`src/rtl/izh_neuron_array.sv`:
```
// N Izhikevich neurons in register files, advanced one neuron per clock through a
// single shared saturating fixed-point datapath on each start pulse.
module izh_neuron_array #(
  parameter int N = 4,
  parameter int W = 18,
  parameter int FRAC = 16,
  parameter int AW = $clog2(N),
  parameter logic signed [W-1:0] VPEAK  = 18'sh0_4CCD,
  parameter logic signed [W-1:0] V_INIT = 18'sh3_4CCD,
  parameter logic signed [W-1:0] U_INIT = 18'sh3_CCCD,
  parameter logic [3:0] A_DEF = 4'd2,
  parameter logic [3:0] B_DEF = 4'd2,
  parameter logic signed [W-1:0] C_DEF  = 18'sh3_599A,
  parameter logic signed [W-1:0] D_DEF  = 18'sh0_147B,
  parameter logic signed [W-1:0] C14    = 18'sh1_6666
) (
  input  logic          clk,
  input  logic          rst_n,
  input  logic          start,
  output logic          busy,
  output logic          step_done,
  output logic [N-1:0]  spike_vec,
  input  logic          cfg_we,
  input  logic [AW-1:0] cfg_addr,
  input  logic [2:0]    cfg_sel,
  input  logic [W-1:0]  cfg_data,
  input  logic [AW-1:0] mon_sel,
  output logic [W-1:0]  mon_v,
  output logic [7:0]    mon_spk
);

  localparam int XW = W + 4;
  localparam int PW = 2 * W;

  typedef enum logic [1:0] {S_IDLE, S_RUN, S_DONE} state_t;

  state_t              state_q;
  logic [AW-1:0]       idx_q;
  logic                busy_q, done_q;
  logic [N-1:0]        spk_q, acc_q, acc_d;
  logic signed [W-1:0] v_q [N];
  logic signed [W-1:0] u_q [N];
  logic signed [W-1:0] c_q [N];
  logic signed [W-1:0] d_q [N];
  logic signed [W-1:0] i_q [N];
  logic [3:0]          a_q [N];
  logic [3:0]          b_q [N];

  function automatic logic signed [W-1:0] sat_w(input logic signed [PW-1:0] x);
    logic signed [PW-1:0] hi, lo;
    hi = PW'({(W-1){1'b1}});
    lo = ~hi;
    if (x > hi)      sat_w = hi[W-1:0];
    else if (x < lo) sat_w = lo[W-1:0];
    else             sat_w = x[W-1:0];
  endfunction

  logic signed [W-1:0]  v_c, u_c, i_c, c_c, d_c;
  logic [3:0]           a_c, b_c;
  logic signed [PW-1:0] prod_c;
  logic signed [W-1:0]  psq_c, vnew_c, unew_c, uspk_c;
  logic signed [XW-1:0] vx_c, ux_c, ix_c, sum_c, du_c;
  logic                 spike_c, cfg_ok;

  assign v_c = v_q[idx_q];
  assign u_c = u_q[idx_q];
  assign i_c = i_q[idx_q];
  assign c_c = c_q[idx_q];
  assign d_c = d_q[idx_q];
  assign a_c = a_q[idx_q];
  assign b_c = b_q[idx_q];

  // Shared datapath for the neuron selected by idx_q; widened to XW so the sum cannot wrap.
  always_comb begin
    vx_c    = XW'(v_c);
    ux_c    = XW'(u_c);
    ix_c    = XW'(i_c);
    prod_c  = PW'(v_c) * PW'(v_c);
    psq_c   = sat_w(prod_c >>> FRAC);
    sum_c   = XW'(psq_c) + vx_c + (vx_c >>> 2) + (XW'(C14) >>> 2) - (ux_c >>> 2) + (ix_c >>> 2);
    vnew_c  = sat_w(PW'(vx_c + (sum_c >>> 2)));
    du_c    = ((vx_c >>> b_c) - ux_c) >>> a_c;
    unew_c  = sat_w(PW'(ux_c + (du_c >>> 4)));
    uspk_c  = sat_w(PW'(ux_c + XW'(d_c)));
    spike_c = (v_c > VPEAK);
    acc_d   = acc_q;
    acc_d[idx_q] = spike_c;
  end

  assign cfg_ok = cfg_we && ({1'b0, cfg_addr} < (AW+1)'(N));

  always_ff @(posedge clk or negedge rst_n) begin
    if (!rst_n) begin
      state_q <= S_IDLE;
      idx_q   <= '0;
      busy_q  <= 1'b0;
      done_q  <= 1'b0;
      spk_q   <= '0;
      acc_q   <= '0;
      for (int k = 0; k < N; k++) begin
        v_q[k] <= V_INIT;
        u_q[k] <= U_INIT;
        c_q[k] <= C_DEF;
        d_q[k] <= D_DEF;
        i_q[k] <= '0;
        a_q[k] <= A_DEF;
        b_q[k] <= B_DEF;
      end
    end else begin
      done_q <= 1'b0;
      case (state_q)
        S_IDLE: begin
          // Config lands on the same edge that accepts start, so the step sees it.
          if (cfg_ok) begin
            case (cfg_sel)
              3'd0: begin
                a_q[cfg_addr] <= cfg_data[3:0];
                b_q[cfg_addr] <= cfg_data[7:4];
              end
              3'd1: c_q[cfg_addr] <= cfg_data;
              3'd2: d_q[cfg_addr] <= cfg_data;
              3'd3: i_q[cfg_addr] <= cfg_data;
              3'd4: v_q[cfg_addr] <= cfg_data;
              3'd5: u_q[cfg_addr] <= cfg_data;
              default: ;
            endcase
          end
          if (start) begin
            state_q <= S_RUN;
            idx_q   <= '0;
            busy_q  <= 1'b1;
            acc_q   <= '0;
          end
        end
        S_RUN: begin
          v_q[idx_q] <= spike_c ? c_c : vnew_c;
          u_q[idx_q] <= spike_c ? uspk_c : unew_c;
          acc_q      <= acc_d;
          if (idx_q == AW'(N-1)) begin
            state_q <= S_DONE;
            done_q  <= 1'b1;
            spk_q   <= acc_d;
          end else begin
            idx_q <= idx_q + AW'(1);
          end
        end
        S_DONE: begin
          state_q <= S_IDLE;
          busy_q  <= 1'b0;
        end
        default: state_q <= S_IDLE;
      endcase
    end
  end

  assign busy      = busy_q;
  assign step_done = done_q;
  assign spike_vec = spk_q;
  assign mon_v     = v_q[mon_sel];
  assign mon_spk   = mon_v[W-1:W-8];

endmodule

```
`config.mk`:
```
export PLATFORM = sky130hd
export DESIGN_NAME = izh_neuron_array
export DESIGN_NICKNAME = d
export VERILOG_FILES = /design/src/rtl/izh_neuron_array.sv
export SDC_FILE = /design/constraint.sdc
export NUM_CORES = 2
export LEC_CHECK = 0
export BUFFER_PORTS_ARGS = -buffer_cell sky130_fd_sc_hd__buf_4
export CORE_MARGIN = 2
export CORE_UTILIZATION = 45
export DETAILED_ROUTE_END_ITERATION = 10
export PLACE_DENSITY = 0.58
export REMOVE_ABC_BUFFERS = 1
export SLEW_MARGIN = 20
export SYNTH_ARGS = -nofsm -noshare
export SYNTH_HDL_FRONTEND = slang
export SYNTH_SLANG_ARGS = --single-unit
```
`constraint.sdc`:
```
create_clock -name clk -period 16.55 [get_ports clk]
set_clock_uncertainty 0.05 [all_clocks]
set_input_delay 0.8275 -clock clk [delete_from_list [all_inputs] [get_ports clk]]
set_output_delay 0.8275 -clock clk [all_outputs]
set_load 0.03 [all_outputs]
```
Yosys cells after proc, flatten, opt, wreduce, memory -nomap -nowiden
Index checks and enable logic that the tools add are counted.

Bits in registers: 406.

Add/sub/neg operators: 10. Multiply operators: 1. Order comparisons: 16. Equal/unequal tests: 14. Shift operators: 2. Muxes and demuxes: 70. Bitwise gates (word level): 3. Reduce and logical (&&, ||, !) cells: 18.

Operators with widths (count): bitwise mux 72 bit (7); 2-to-1 mux 18 bit (24); 2-to-1 mux 72 bit (4); one-hot mux 72 bit (2 select lines) (2); binary-select mux 18 bit (select 2 bit) (6); demux 18 bit (select 2 bit) (2); adder 18 x 18 -> 19 bit (3); > comparator 19 x 18 -> 1 bit (second input constant) (2); less-than comparator 19 x 18 -> 1 bit (second input constant) (2); multiplier 18 x 18 -> 36 bit (1); bitwise mux 16 bit (2); 2-to-1 mux 4 bit (6); adder 22 x 16 -> 22 bit (1); >>> shifter 18 x 4 -> 22 bit (1); >>> shifter 22 x 4 -> 22 bit (1); subtractor 21 x 16 -> 22 bit (1); subtractor 22 x 18 -> 22 bit (1); adder 18 x 20 -> 21 bit (1); adder 20 x 16 -> 21 bit (second input constant) (1); > comparator 21 x 18 -> 1 bit (second input constant) (1); less-than comparator 21 x 18 -> 1 bit (second input constant) (1); AND reduction 3 bit (7); adder 19 x 16 -> 20 bit (1); > comparator 20 x 18 -> 1 bit (second input constant) (1); other kinds (29) (55).

Longest topological paths before layout
Word-level depth: 20. Gate-level depth with buffers: 69. Depth with buffers taken out: 61.

Least setup slack after synthesis
OpenSTA, ideal clock, no wires.

Path kind: flip-flop to flip-flop. From: register idx_q[0]. To: register v_q[5] (netlist name). Library setup time: 0.134 ns. Arrival time: 14.857 ns. Required time: 16.366 ns. Setup slack: 1.510 ns. Stages on the path, launching flop included: 64. Clock period less this slack: 15.040 ns. Path through: dfrtp_1 -> buf_6 -> buf_2 -> buf_4 -> buf_2 -> mux2_2 -> o21ai_0 -> clkbuf_1 -> clkinv_1 -> clkbuf_1 -> nand2_1 -> fa_1 -> inv_1 -> fa_1 -> fa_1 -> fa_1 -> fa_1 -> inv_1 -> [28 not listed] -> o211ai_1 -> a211oi_1 -> a41oi_1 -> nor2b_1 -> xnor2_1 -> ha_1 -> clkbuf_1 -> a21oi_1 -> o21bai_1 -> a21oi_1 -> o311ai_0 -> a21o_1 -> a2111oi_0 -> a21oi_1 -> nor2_1 -> buf_2 -> o2bb2ai_1 -> o21ai_0.

Longest elaborated chain between the ends: 20. Elaborated cells between the ends (all ways): 37. Classes of those cells: add/sub: 6; mul: 1; order compare: 7; mux: 21; bitwise: 1; reduce/logical: 1.

RTL lines: from (decl) (line 38) `logic [AW-1:0] idx_q;`; from (signal assigned) (line 144) `idx_q <= idx_q + AW'(1);`; inverter 2 -> 3 bit (*); binary-select mux 18 bit (select 2 bit) (line 65) `assign v_c = v_q[idx_q];`; 2-to-1 mux 18 bit (implied by the code) (2 in a row) (line 65); multiplier 18 x 18 -> 36 bit (line 78) `prod_c = PW'(v_c) * PW'(v_c);`; less-than comparator 20 x 18 -> 1 bit (line 54) `else if (x < lo) sat_w = lo[W-1:0];`; 2-to-1 mux 18 bit (line 54); 2-to-1 mux 18 bit (line 53) `if (x > hi) sat_w = hi[W-1:0];`; adder 18 x 18 -> 19 bit (line 80) `sum_c = XW'(psq_c) + vx_c + (vx_c >>> 2) + (XW'(C14) >>> 2) - (ux_c >>> 2) + (ix_c >>> 2);`; [3 not listed]; adder 22 x 16 -> 22 bit (line 80); adder 18 x 20 -> 21 bit (line 81) `vnew_c = sat_w(PW'(vx_c + (sum_c >>> 2)));`; less-than comparator 21 x 18 -> 1 bit (line 54); 2-to-1 mux 18 bit (line 54); 2-to-1 mux 18 bit (line 53); 2-to-1 mux 18 bit (line 136) `v_q[idx_q] <= spike_c ? c_c : vnew_c;`; bitwise mux 72 bit (*) (line 136); one-hot mux 72 bit (2 select lines) (*) (line 111) `case (state_q)`; to (signal, indexed assignment) (line 123) `3'd4: v_q[cfg_addr] <= cfg_data;`; to (signal, indexed assignment) (line 136); to (decl) (line 41) `logic signed [W-1:0] v_q [N];`.

Every way passes the cells marked *; elsewhere a longest branch is shown, timed or not. The select of a mux whose other input is x is not followed. A chain may end at the register's enable or synchronous reset.

Worst setup path after layout
From: register idx_q[0]. To: register v_q[51] (netlist name).

Same word-level chain as after synthesis.

==> impl_table.tex <==
\begin{tabular}{lr}
\hline
Metric & Value \\
\hline
\multicolumn{2}{l}{\textbf{Clock network}} \\
Total of hold buffers inserted after clock tree synthesis & 0 \\
Number of sinks handled by clock tree synthesis & 397 \\
TritonCTS clock tree & built \\
Reg clk slew, reported paths & 0.06 ns \\
Root buffer cell & clkbuf\_16 \\
TritonCTS buffer count & 39 \\
Worst-case clock buffer depth & 3 \\
Depth of the CTS H-tree & 2 \\
Number of buffers added for setup after CTS & 0 \\
Resized Gates After CTS & 0 \\
Clock latency on the worst-skew pair & 0.55 ns \\
\multicolumn{2}{l}{\textbf{Timing}} \\
RSZ-0062 raised after global routing & no \\
Actual transition at the worst max-transition pin & 1.10 ns \\
Number of pins exceeding their max-slew limit in the final report & 0 \\
Normalized max-slew margin & 26.5\% \\
Total negative slack for setup checks & 0 ns \\
Clock period minus worst slack & 15.58 ns \\
Final setup fails & 0 \\
Achievable Freq & 64.2 MHz \\
Final Hold Vio Count & 0 \\
Share of the clock period used by the worst path after layout & 94.1\% \\
\multicolumn{2}{l}{\textbf{Global routing}} \\
Routing usage on met2 & 40.8\% \\
Number of global-route vias before repair & 28.2k \\
Pin count of the biggest net entering global routing & 119 \\
Initial antenna violation count & 2 \\
Most heavily used metal layer in global routing & met2 \\
Global-route usage over all layers & 25.7\% \\
Global-route wire length before repair & 170000 µm \\
GR Layer Usage met3 & 3.42\% \\
Total overflow reported by the global router & 0 \\
Grt met1 use & 36.6\% \\
\multicolumn{2}{l}{\textbf{Logic synthesis}} \\
Total of warnings raised by yosys & 0 \\
Number of synthesized flops with an enable pin & 0 \\
Cell Area, Synth & 37300 µm² \\
Flip-flop and latch count after synthesis & 397 \\
Share of synthesized flip-flops with an asynchronous set or reset & 100\% \\
Synthesized instance count & 3604 \\
Unique cell type count in the Yosys netlist & 92 \\
Main synth FF type & dfrtp\_1 \\
Sequential area share after synthesis & 27.2\% \\
Average size of a mapped cell & 10.4 µm² \\
\multicolumn{2}{l}{\textbf{Drt}} \\
DR vias & 27.0k \\
Number of DRC markers in iteration 0 & 1832 \\
Detailed-route wire length per cell & 23.0 µm \\
Antenna viol nets, final & 0 \\
Initial DRT Pass Iterations & 6 \\
Residual DRC count & 0 \\
Per-cell via count in the routed design & 5.78 \\
Total Routed Length & 107000 µm \\
\multicolumn{2}{l}{\textbf{Placed design}} \\
Detailed placer's ending HPWL & 79100 µm \\
I/O Buffers & 60 \\
Placed cell count & 4599 \\
Routability Congestion & 0.871 \\
\multicolumn{2}{l}{\textbf{Floorplanning}} \\
Vertical extent of the die & 292 µm \\
Row count & 105 \\
Floorplan core area & 82100 µm² \\
Number of top-level pins & 61 \\
Die boundary width & 292 µm \\
Starting density of the core & 45.5\% \\
Die area & 85300 µm² \\
\multicolumn{2}{l}{\textbf{Setup path}} \\
Data arrival time of the critical path & 15.90 ns \\
Most repeated library cell on the critical path & fa\_1 \\
Critical path's largest stage delay & 0.58 ns \\
Crit-path max FO & 24 \\
Data required time of the worst path & 16.87 ns \\
Sort of element at the end of the critical path & flip-flop \\
Standard cell with the maximum stage delay on the critical path & dfrtp\_4 \\
Critical path launch point type & flip-flop \\
Worst Setup Path Type & flip-flop to flip-flop \\
Register-to-register setup slack & 0.97 ns \\
\multicolumn{2}{l}{\textbf{Outcome}} \\
Result of the run & complete, no violations \\
\multicolumn{2}{l}{\textbf{Layout}} \\
Final layout net count & 4170 \\
Fill cell instance count of the final layout & 7607 \\
Number of standard cells in the final layout excluding fillers & 4670 \\
Area of combinational cells with multiple inputs & 24400 µm² \\
Antenna Cells & 0 \\
Fraction of layout instances using a drive strength above 1 & 21.2\% \\
Sequential standard cell area & 10100 µm² \\
Synth-to-Final Area Change & 7.40\% \\
\multicolumn{2}{l}{\textbf{Job}} \\
Maxcap violations & 0 \\
\multicolumn{2}{l}{\textbf{Worst hold path}} \\
Path type of the worst min-delay path & input pin to async pin \\
\hline
\end{tabular}
final cells by class:
type	instances	area share (%)
clock buffer	57	2.88
inverter	545	5.11
tap	1070	3.34
clock inverter	14	0.309
multi-input combinational	2470	60.8
timing repair buffer	117	2.28
sequential	397	25.3
worst max-delay path, delay by kind of cell (launching register included):
| family | cells | cell delay, ns |
|---|---|---|
| AND/OR/NAND/NOR | 5 | 0.75 |
| adder cells (fa/ha/maj) | 12 | 5.54 |
| XOR/XNOR | 1 | 0.08 |
| AO/OA/AOI/OAI | 29 | 6.06 |
| buffers and inverters | 10 | 1.77 |
| multiplexers | 2 | 0.52 |
| flip-flops | 1 | 0.58 |
sequential cells by signal, summed over array words and instances, names as in the netlist:
register / cells
c_q: 72
idx_q: 2
step_done: 1
u_q: 72
v_q: 72
spike_vec: 4
a_q: 16
i_q: 64
d_q: 72
state_q: 2
acc_q: 3
b_q: 16
busy: 1
per-stage QoR:
step           hold WS (ns)  area (µm²)  util, %  setup WS [ns]
6_report              0.220       40100     48.8          0.971
3_3_place_gp          0.415       38800     47.3           1.33
2_1_floorplan         0.411       36500        -          -3.35
5_1_grt               0.317       40100     48.8        0.00893
4_1_cts               0.294       40100     48.8          0.991
3_5_place_dp          0.423       38800     47.3           1.00
cells in the final DEF, fill, tap and decap left out, types with 92 or more instances in the layout:
cell type / count
a21o_1: 109
a21oi_1: 145
dfstp_2: 164
buf_4: 113
mux2_2: 256
mux4_2: 92
dfrtp_1: 231
o21ai_0: 145
ha_1: 223
inv_1: 535
nor2_1: 165
fa_1: 348
nand2_1: 255
final timing paths:
check	startpoint	endpoint	cells after the start
worst max-delay path	idx_q[0]	v_q[51]	59
max in group asynchronous	rst_n	v_q[30]	3
worst min-delay path	rst_n	d_q[11]	1
worst min register to register	spike_vec[3]	spike_vec[3]	2
min in group clk	spike_vec[3]	spike_vec[3]	2
worst max register to register	idx_q[0]	v_q[51]	59
Yosys cell counts, drive strengths merged, types with 26 or more instances:
cell type	n	share of area [%]
mux2	264	8.0
nand2	255	2.6
nor2	170	1.7
mux2i	67	1.8
ha	223	7.5
a22oi	80	1.6
dfstp	164	12
buf	42	0.66
mux4	92	5.5
o21ai	181	2.6
a21oi	155	2.2
fa	348	19
inv	543	5.5
dfrtp	233	16
nor3	39	0.52
nand3	27	0.36
a22o	66	1.5
nor2b	26	0.44
clkbuf	150	1.5
xnor2	78	1.8
a21o	109	2.2
cells by family (layout without fill, tap and decap cells):
logic type | Yosys count | after routing | synth area share [%]
AO/OA/AOI/OAI | 763 | 763 | 14.0
buffers and inverters | 737 | 733 | 7.65
AND/OR/NAND/NOR | 610 | 610 | 7.27
adder cells (fa/ha/maj) | 571 | 571 | 26.1
multiplexers | 423 | 423 | 15.3
flip-flops | 397 | 397 | 27.2
XOR/XNOR | 103 | 103 | 2.44
per-layer routing:
layer / vias to the layer above / routed length, µm / share of wire (%)
li1: 12200 / - / -
met1: 13800 / 48400 / 45
met2: 853 / 49100 / 46
met3: 133 / 6720 / 6.3
met4: 2 / 3220 / 3.0
met5: - / 9 / 0.0084
Power is not shown: default switching activity piles up to over one toggle a cycle in this logic, so the estimate is an artifact.
